$ cat config.mk
export PLATFORM = sky130hd
export DESIGN_NAME = radix4_divider_64
export DESIGN_NICKNAME = d
export VERILOG_FILES = /design/src/rtl/div_pkg.sv /design/src/rtl/radix4_digit_select.sv /design/src/rtl/radix4_divider_64.sv
export SDC_FILE = /design/constraint.sdc
export NUM_CORES = 2
export LEC_CHECK = 0
export ABC_CLOCK_PERIOD_IN_PS = 10200
export CAP_MARGIN = 40
export CELL_PAD_IN_SITES_DETAIL_PLACEMENT = 2
export CELL_PAD_IN_SITES_GLOBAL_PLACEMENT = 2
export CORE_ASPECT_RATIO = 1.75
export CORE_MARGIN = 3
export CORE_UTILIZATION = 25
export DETAILED_ROUTE_END_ITERATION = 10
export PLACE_DENSITY_LB_ADDON = 0.1
export SLEW_MARGIN = 0
export SYNTH_ARGS = -nofsm -noshare
export SYNTH_HDL_FRONTEND = slang
export SYNTH_SLANG_ARGS = --single-unit
$ cat constraint.sdc
create_clock -name clk -period 10.2 [get_ports clk]
set_input_delay 1.02 -clock clk [delete_from_list [all_inputs] [get_ports clk]]
set_output_delay 1.02 -clock clk [all_outputs]
set_load 0.03 [all_outputs]
$ cat src/rtl/div_pkg.sv
`default_nettype none
// ============================================================================
//  Module      : div_pkg
//  Description : Shared definitions for the radix-4 signed divider: default
//                operand width and iteration count, FSM state encoding and
//                the quotient pattern returned on division by zero.
//  Revision    : 1.0 - initial release
// ============================================================================
package div_pkg;

   localparam int c_n_default    = 64;
   localparam int c_iter_default = c_n_default / 2;

   typedef enum logic [2:0] {
      ST_IDLE = 3'd0,
      ST_ABS  = 3'd1,
      ST_ITER = 3'd2,
      ST_FIX  = 3'd3,
      ST_DONE = 3'd4
   } div_state_t;

   // All-ones quotient reported for a zero divisor. Consumers narrower or
   // wider than the default width sign-extend it, which keeps it all ones.
   localparam logic [c_n_default-1:0] c_dbz_quotient = '1;

endpackage
`default_nettype wire

$ cat src/rtl/radix4_digit_select.sv
`default_nettype none
// ============================================================================
//  Module      : radix4_digit_select
//  Description : Combinational radix-4 digit selection. Picks the largest
//                digit q in {0,1,2,3} with q*|d| <= shifted remainder and
//                returns the remainder reduced by q*|d|.
//  Ports       : shifted_rem  - partial remainder after the 2-bit shift (N+2)
//                d1, d2, d3   - |d|, 2|d|, 3|d| (N+2)
//                digit        - selected quotient digit (2)
//                rem_next     - reduced remainder (N)
//  Revision    : 1.0 - initial release
// ============================================================================
module radix4_digit_select
   import div_pkg::*;
#(
   parameter int N = c_n_default
) (
   input  logic [N+1:0] shifted_rem,
   input  logic [N+1:0] d1,
   input  logic [N+1:0] d2,
   input  logic [N+1:0] d3,
   output logic [1:0]   digit,
   output logic [N-1:0] rem_next
);

   // The reduced remainder is always below |d| <= 2^(N-1), so the top two
   // bits of the difference are zero and truncation to N bits is lossless.
   always_comb begin
      digit    = 2'd0;
      rem_next = shifted_rem[N-1:0];
      if (shifted_rem >= d3) begin
         digit    = 2'd3;
         rem_next = N'(shifted_rem - d3);
      end else if (shifted_rem >= d2) begin
         digit    = 2'd2;
         rem_next = N'(shifted_rem - d2);
      end else if (shifted_rem >= d1) begin
         digit    = 2'd1;
         rem_next = N'(shifted_rem - d1);
      end
   end

endmodule
`default_nettype wire

$ cat src/rtl/radix4_divider_64.sv
`default_nettype none
// ============================================================================
//  Module      : radix4_divider_64
//  Description : Iterative radix-4 signed divider with valid/ready handshakes.
//                Restoring division on operand magnitudes, two quotient bits
//                per cycle, sign fix-up at the end. Latency from the
//                accepting edge to out_valid is a constant ITER+2 cycles.
//  Ports       : clk, reset          - clock, synchronous active-high reset
//                in_valid/in_ready   - operand handshake (ready only in IDLE)
//                dividend, divisor   - signed operands (N)
//                out_valid/out_ready - result handshake (valid only in DONE)
//                quotient, remainder - signed results (N), held outside DONE
//                div_by_zero         - result came from a zero divisor
//  Revision    : 1.0 - initial release
// ============================================================================
module radix4_divider_64
   import div_pkg::*;
#(
   parameter int N    = c_n_default,   // must be even
   parameter int ITER = N / 2          // N/2 digits give the full quotient
) (
   input  logic         clk,
   input  logic         reset,
   input  logic         in_valid,
   output logic         in_ready,
   input  logic [N-1:0] dividend,
   input  logic [N-1:0] divisor,
   output logic         out_valid,
   input  logic         out_ready,
   output logic [N-1:0] quotient,
   output logic [N-1:0] remainder,
   output logic         div_by_zero
);

   localparam int            CW          = (ITER > 1) ? $clog2(ITER) : 1;
   localparam logic [CW-1:0] c_last_iter = CW'(ITER - 1);
   localparam logic [N-1:0]  c_dbz_q     = N'(signed'(c_dbz_quotient));

   div_state_t    r_state;
   div_state_t    w_state_next;

   logic [N-1:0]  r_dividend;
   logic [N-1:0]  r_divisor;
   logic [N-1:0]  r_a_mag;      // dividend magnitude, consumed MSB first
   logic [N+1:0]  r_d1;
   logic [N+1:0]  r_d2;
   logic [N+1:0]  r_d3;
   logic [N-1:0]  r_rem;
   logic [N-1:0]  r_quo;
   logic [CW-1:0] r_cnt;
   logic          r_q_neg;
   logic          r_r_neg;
   logic          r_dbz;

   logic [N-1:0]  w_a_mag;
   logic [N-1:0]  w_d_mag;
   logic [N+1:0]  w_shifted;
   logic [1:0]    w_digit;
   logic [N-1:0]  w_rem_next;

   // Unary minus of -2^(N-1) wraps back to 0x80..0, which read as unsigned
   // is exactly 2^(N-1), so the most negative operand loses nothing.
   assign w_a_mag   = r_dividend[N-1] ? -r_dividend : r_dividend;
   assign w_d_mag   = r_divisor[N-1]  ? -r_divisor  : r_divisor;
   assign w_shifted = {r_rem, r_a_mag[N-1 -: 2]};

   radix4_digit_select #(
      .N (N)
   ) u_digit_select (
      .shifted_rem (w_shifted),
      .d1          (r_d1),
      .d2          (r_d2),
      .d3          (r_d3),
      .digit       (w_digit),
      .rem_next    (w_rem_next)
   );

   // ------------------------------------------------------------------------
   // State register
   // ------------------------------------------------------------------------
   always_ff @(posedge clk) begin
      if (reset) begin
         r_state <= ST_IDLE;
      end else begin
         r_state <= w_state_next;
      end
   end

   // ------------------------------------------------------------------------
   // Next-state and handshake outputs
   // ------------------------------------------------------------------------
   always_comb begin
      w_state_next = r_state;
      in_ready     = 1'b0;
      out_valid    = 1'b0;
      case (r_state)
         ST_IDLE: begin
            in_ready = 1'b1;
            if (in_valid) begin
               w_state_next = ST_ABS;
            end
         end
         ST_ABS: begin
            w_state_next = ST_ITER;
         end
         ST_ITER: begin
            if (r_cnt == c_last_iter) begin
               w_state_next = ST_FIX;
            end
         end
         ST_FIX: begin
            w_state_next = ST_DONE;
         end
         ST_DONE: begin
            out_valid = 1'b1;
            if (out_ready) begin
               w_state_next = ST_IDLE;
            end
         end
         default: begin
            w_state_next = ST_IDLE;
         end
      endcase
   end

   // ------------------------------------------------------------------------
   // Datapath
   // ------------------------------------------------------------------------
   always_ff @(posedge clk) begin
      if (reset) begin
         r_dividend  <= '0;
         r_divisor   <= '0;
         r_a_mag     <= '0;
         r_d1        <= '0;
         r_d2        <= '0;
         r_d3        <= '0;
         r_rem       <= '0;
         r_quo       <= '0;
         r_cnt       <= '0;
         r_q_neg     <= 1'b0;
         r_r_neg     <= 1'b0;
         r_dbz       <= 1'b0;
         quotient    <= '0;
         remainder   <= '0;
         div_by_zero <= 1'b0;
      end else begin
         case (r_state)
            ST_IDLE: begin
               if (in_valid) begin
                  r_dividend <= dividend;
                  r_divisor  <= divisor;
               end
            end
            ST_ABS: begin
               r_a_mag <= w_a_mag;
               r_d1    <= {2'b00, w_d_mag};
               r_d2    <= {1'b0, w_d_mag, 1'b0};
               r_d3    <= {2'b00, w_d_mag} + {1'b0, w_d_mag, 1'b0};
               r_rem   <= '0;
               r_quo   <= '0;
               r_cnt   <= '0;
               r_q_neg <= r_dividend[N-1] ^ r_divisor[N-1];
               r_r_neg <= r_dividend[N-1];
               r_dbz   <= (r_divisor == '0);
            end
            ST_ITER: begin
               r_rem   <= w_rem_next;
               r_quo   <= {r_quo[N-3:0], w_digit};
               r_a_mag <= {r_a_mag[N-3:0], 2'b00};
               r_cnt   <= r_cnt + CW'(1);
            end
            ST_FIX: begin
               // A zero divisor still runs every iteration so the latency
               // stays constant; its result is simply overridden here.
               if (r_dbz) begin
                  quotient  <= c_dbz_q;
                  remainder <= r_dividend;
               end else begin
                  quotient  <= r_q_neg ? -r_quo : r_quo;
                  remainder <= r_r_neg ? -r_rem : r_rem;
               end
               div_by_zero <= r_dbz;
            end
            default: begin
            end
         endcase
      end
   end

endmodule
`default_nettype wire

==> flow_summary_export.csv <==
group,metric,value,unit
worst_setup_path,startpoint,"r_divisor[4]$_SDFFE_PP0P_",
floorplan,die_w,318,um
worst_setup_path,slowest_delay,0.73,ns
worst_setup_path,crit_chain,"or4_1, nor4_2, nand2_1, or3_1, inv_1, nand2_1, o41ai_1, xnor2_1, ha_1, and2_1, nand3_1, or3_1, o311ai_1, a211oi_1, buf_4, a311o_1, o21ai_0, mux2i_1, nand2_1",
status,status,"finished clean",
clock_tree,cts_sinks,589,
global_routing,grt_pass1_vias,46100,
worst_setup_path,cp_max_fo,10,
sta,rsz0062_at_grt,"false",
yosys,ys_seq_area_share,27.7,%
place,io_buffers,262,
clock_tree,cts_setup_buffers,0,
sta,finalCriticalPeriod,6.37,ns
yosys,yosys_warnings,0,
pwr,ir_worst_vdd,210,uV
worst_setup_path,cp.arrival,6.93,ns
yosys,synth_ff_type,"dfxtp_1",
hold_path,hold_class,"flop to flop",
sta,max_clock_freq,157,MHz
sta,tightest_slew,0.959,ns
yosys,synth_nets,6184,
hold_path,worstHoldStart,"r_d3[32]$_SDFFE_PP0P_",
clock_tree,cts_buffer_depth,3,
worst_setup_path,r2r_start,"r_divisor[4]$_SDFFE_PP0P_",
yosys,synth_area,0.0425,mm^2
sta,setup-violations-final,0,
clock_tree,cts_tree,"done",
clock_tree,clk_pin_slew,0.06,ns
clock_tree,cts-root-buf,"clkbuf_16",
worst_setup_path,path_class,"flop to flop",
detailed_routing,wirelength,190000,um
place,dpl.cell_count,7943,
detailed_routing,wl_per_cell,23.5,um
worst_setup_path,crit_path_end_kind,"flop",
layout,fin_nets,6203,
layout,final_layout_size_suffix_gt1_share,4.44,%
worst_setup_path,required,10.76,ns
global_routing,grt_usage,21.0,%
clock_tree,hold_buffers,0,
sta,max_slew_margin,35.5,%
place,dpl.hpwl,151000,um
yosys,synthCells,5786,
sta,period_share,62.5,%
clock_tree,clock_latency,0.68,ns
detailed_routing,ant_nets,0,
yosys,synthesis.area_per_instance,7.35,um^2
floorplan,initial_core_util,25.2,%
clock_tree,cts_buffers,71,
floorplan,coreArea,0.169,mm^2
flow_run,maxCapViolations,0,
floorplan,die_h,551,um
yosys,synth_edf_count,0,
worst_setup_path,cp_slowest_cell,"nor4_2",
yosys,async_flop_share,0,%
sta,tns,0,ns
pwr,powerDensity,280,mW/mm^2
detailed_routing,vias,42200,
layout,areaGrowthSynthToFinish,17.0,%
clock_tree,ctsHtreeMaxLevel,3,
clock_tree,cts_resized,0,
pwr,cellLeakagePower,19.4,nW
sta,final_max_slew_viol_count,0,
floorplan,rows,199,
floorplan,ios,263,
sta,hold_viol,0,
global_routing,grt_overflow,0,
detailed_routing,drt_first_pass_iters,5,
detailed_routing,first_iter_violations,1706,
yosys,synth_seq_cells,589,
place,gp_congestion,0.868,
yosys,synth_cell_type_count,85,
worst_setup_path,crit_path_start_kind,"flop",
global_routing,grt_max_degree,115,
detailed_routing,vias_per_cell,5.23,
floorplan,dieArea,0.175,mm^2
global_routing,antenna_found_initial,1,
global_routing,grt_pass1_wl,289000,um
layout,finalNonFillerCells,8069,
worst_setup_path,cpMostUsedCell,"nand2_1",
sta,fin_skew,0.0388,ns
detailed_routing,route.detailed.drc,0,
## flip-flops by register name, indices dropped and copies added (netlist names), 3 cells and up
signal and cells:
r_d3 66, quotient 64, r_a_mag 64, r_dividend 64
r_divisor 64, r_quo 64, r_rem 64, remainder 64
r_d1 63, r_cnt 5, r_state 3
## routing by layer
layer	vias to the layer above	GRT usage (%)	part of all wire, %
met1	20800	23.8	41
met4	0	8.93	4.6
met3	205	1.94	2.1
met2	516	40.0	52
met5	-	0	0
li1	20700	-	-
## cell type report
cell class,instances,area [um^2]
Multi-Input combinational cell,4575,28500
Fill cell,19600,119000
Tap cell,2211,2770
Timing Repair Buffer,337,3370
Clock inverter,29,392
Antenna cell,1,2.50
Inverter,231,867
Clock buffer,96,2080
Sequential cell,589,11800
## cells by family after synthesis
logic type	Yosys count	synth area share [%]
compound gates	1912	28.3
simple gates	1893	20.0
buf+inv	622	5.53
flops	589	27.7
xor+xnor	465	9.58
fa+ha+maj	266	7.90
mux	39	0.921
## worst paths after layout
path / endpoint / slack (ns) / cells past startpoint
hold / removal: r_d3[32]$_SDFFE_PP0P_ / 0.45 / 2
setup / recovery: r_d3[64]$_SDFFE_PP0P_ / 3.83 / 19
setup reg to reg: r_d3[64]$_SDFFE_PP0P_ / 3.83 / 19
hold reg to reg: r_d3[32]$_SDFFE_PP0P_ / 0.45 / 2
## report_power, final
group / total, W / switching, W / internal, W
registers: 0.00272 / 0.000264 / 0.00246
clock network: 0.00277 / 0.00117 / 0.00160
logic: 0.00842 / 0.00542 / 0.00299
total: 0.0139 / 0.00686 / 0.00705
## worst max-delay path: cells and delay by family, from the launching register on
family                   cells  cell delay [ns]
multiplexers                 1             0.22
XOR/XNOR                     1             0.18
buffers and inverters        2             0.27
AND/OR/NAND/NOR              9             3.03
adder cells (fa/ha/maj)      1             0.41
AO/OA/AOI/OAI                5             1.78
flip-flops                   1             0.36
## placed cells by master, fill, tap and decap left out, types with 11 or more instances in the layout
cell / Yosys / routed
o21bai_1: 49 / 49
clkbuf_8: 0 / 15
and4_1: 11 / 11
a21oi_1: 630 / 629
o31ai_1: 98 / 97
nor2_1: 446 / 442
a211oi_1: 185 / 185
o22ai_1: 15 / 15
ha_1: 262 / 262
xor2_1: 196 / 196
nand2b_1: 40 / 40
o31a_1: 13 / 13
o211ai_1: 27 / 27
nor2b_1: 26 / 25
a21o_1: 125 / 125
clkbuf_16: 0 / 74
a221oi_1: 15 / 15
o41ai_1: 39 / 39
and2_1: 21 / 18
nand3_1: 77 / 77
nand4_1: 90 / 90
a22oi_1: 153 / 153
xnor2_1: 269 / 269
clkdlybuf4s50_1: 0 / 261
a31oi_1: 40 / 40
nor4_1: 30 / 29
o21a_1: 30 / 30
or3_1: 51 / 51
or2_2: 16 / 16
and3_1: 27 / 27
nor3_1: 53 / 51
or4_1: 40 / 40
buf_4: 2 / 52
dfxtp_1: 589 / 584
a221o_1: 25 / 25
mux2i_1: 38 / 38
nand2_1: 916 / 914
o21ai_0: 379 / 379
inv_1: 231 / 230
o221ai_1: 11 / 11
## cell usage after synthesis, types with 11 or more instances
cell type    n  share of area [%]
a211oi_1   185                3.3
a21o_1     125                2.2
a21oi_1    630                7.4
a221o_1     25               0.59
a221oi_1    15               0.31
a22oi_1    153                2.7
a31oi_1     40               0.59
and2_1      21               0.31
and3_1      27               0.40
and4_1      11               0.23
buf_1       24               0.21
clkbuf_1   362                3.2
dfxtp_1    589                 28
ha_1       262                7.7
inv_1      231                2.0
mux2i_1     38               0.89
nand2_1    916                8.1
nand2b_1    40               0.59
nand3_1     77               0.91
nand4_1     90                1.3
nor2_1     446                3.9
nor2b_1     26               0.38
nor3_1      53               0.62
nor4_1      30               0.44
o211ai_1    27               0.48
o21a_1      30               0.53
o21ai_0    379                4.5
o21bai_1    49               0.87
o221ai_1    11               0.23
o22ai_1     15               0.22
o31a_1      13               0.27
o31ai_1     98                1.7
o41ai_1     39               0.80
or2_2       16               0.24
or3_1       51               0.75
or4_1       40               0.71
xnor2_1    269                5.5
xor2_1     196                4.0
## metrics by stage
stage               power, W  utilization, %  instance area (um^2)  hold slack, ns  worst slack (ns)
CTS                   0.0141            29.5                 49700           0.455              3.73
detailed placement    0.0112            28.0                 47300           0.447              3.74
finish                0.0139            29.5                 49700           0.452              3.83
floorplan            0.00824               -                 42500           0.425              4.33
global placement      0.0111            27.9                 47000           0.440              3.73
global route          0.0150            29.5                 49700           0.475              3.31
No activity file was read; power rests on OpenSTA's default activity.
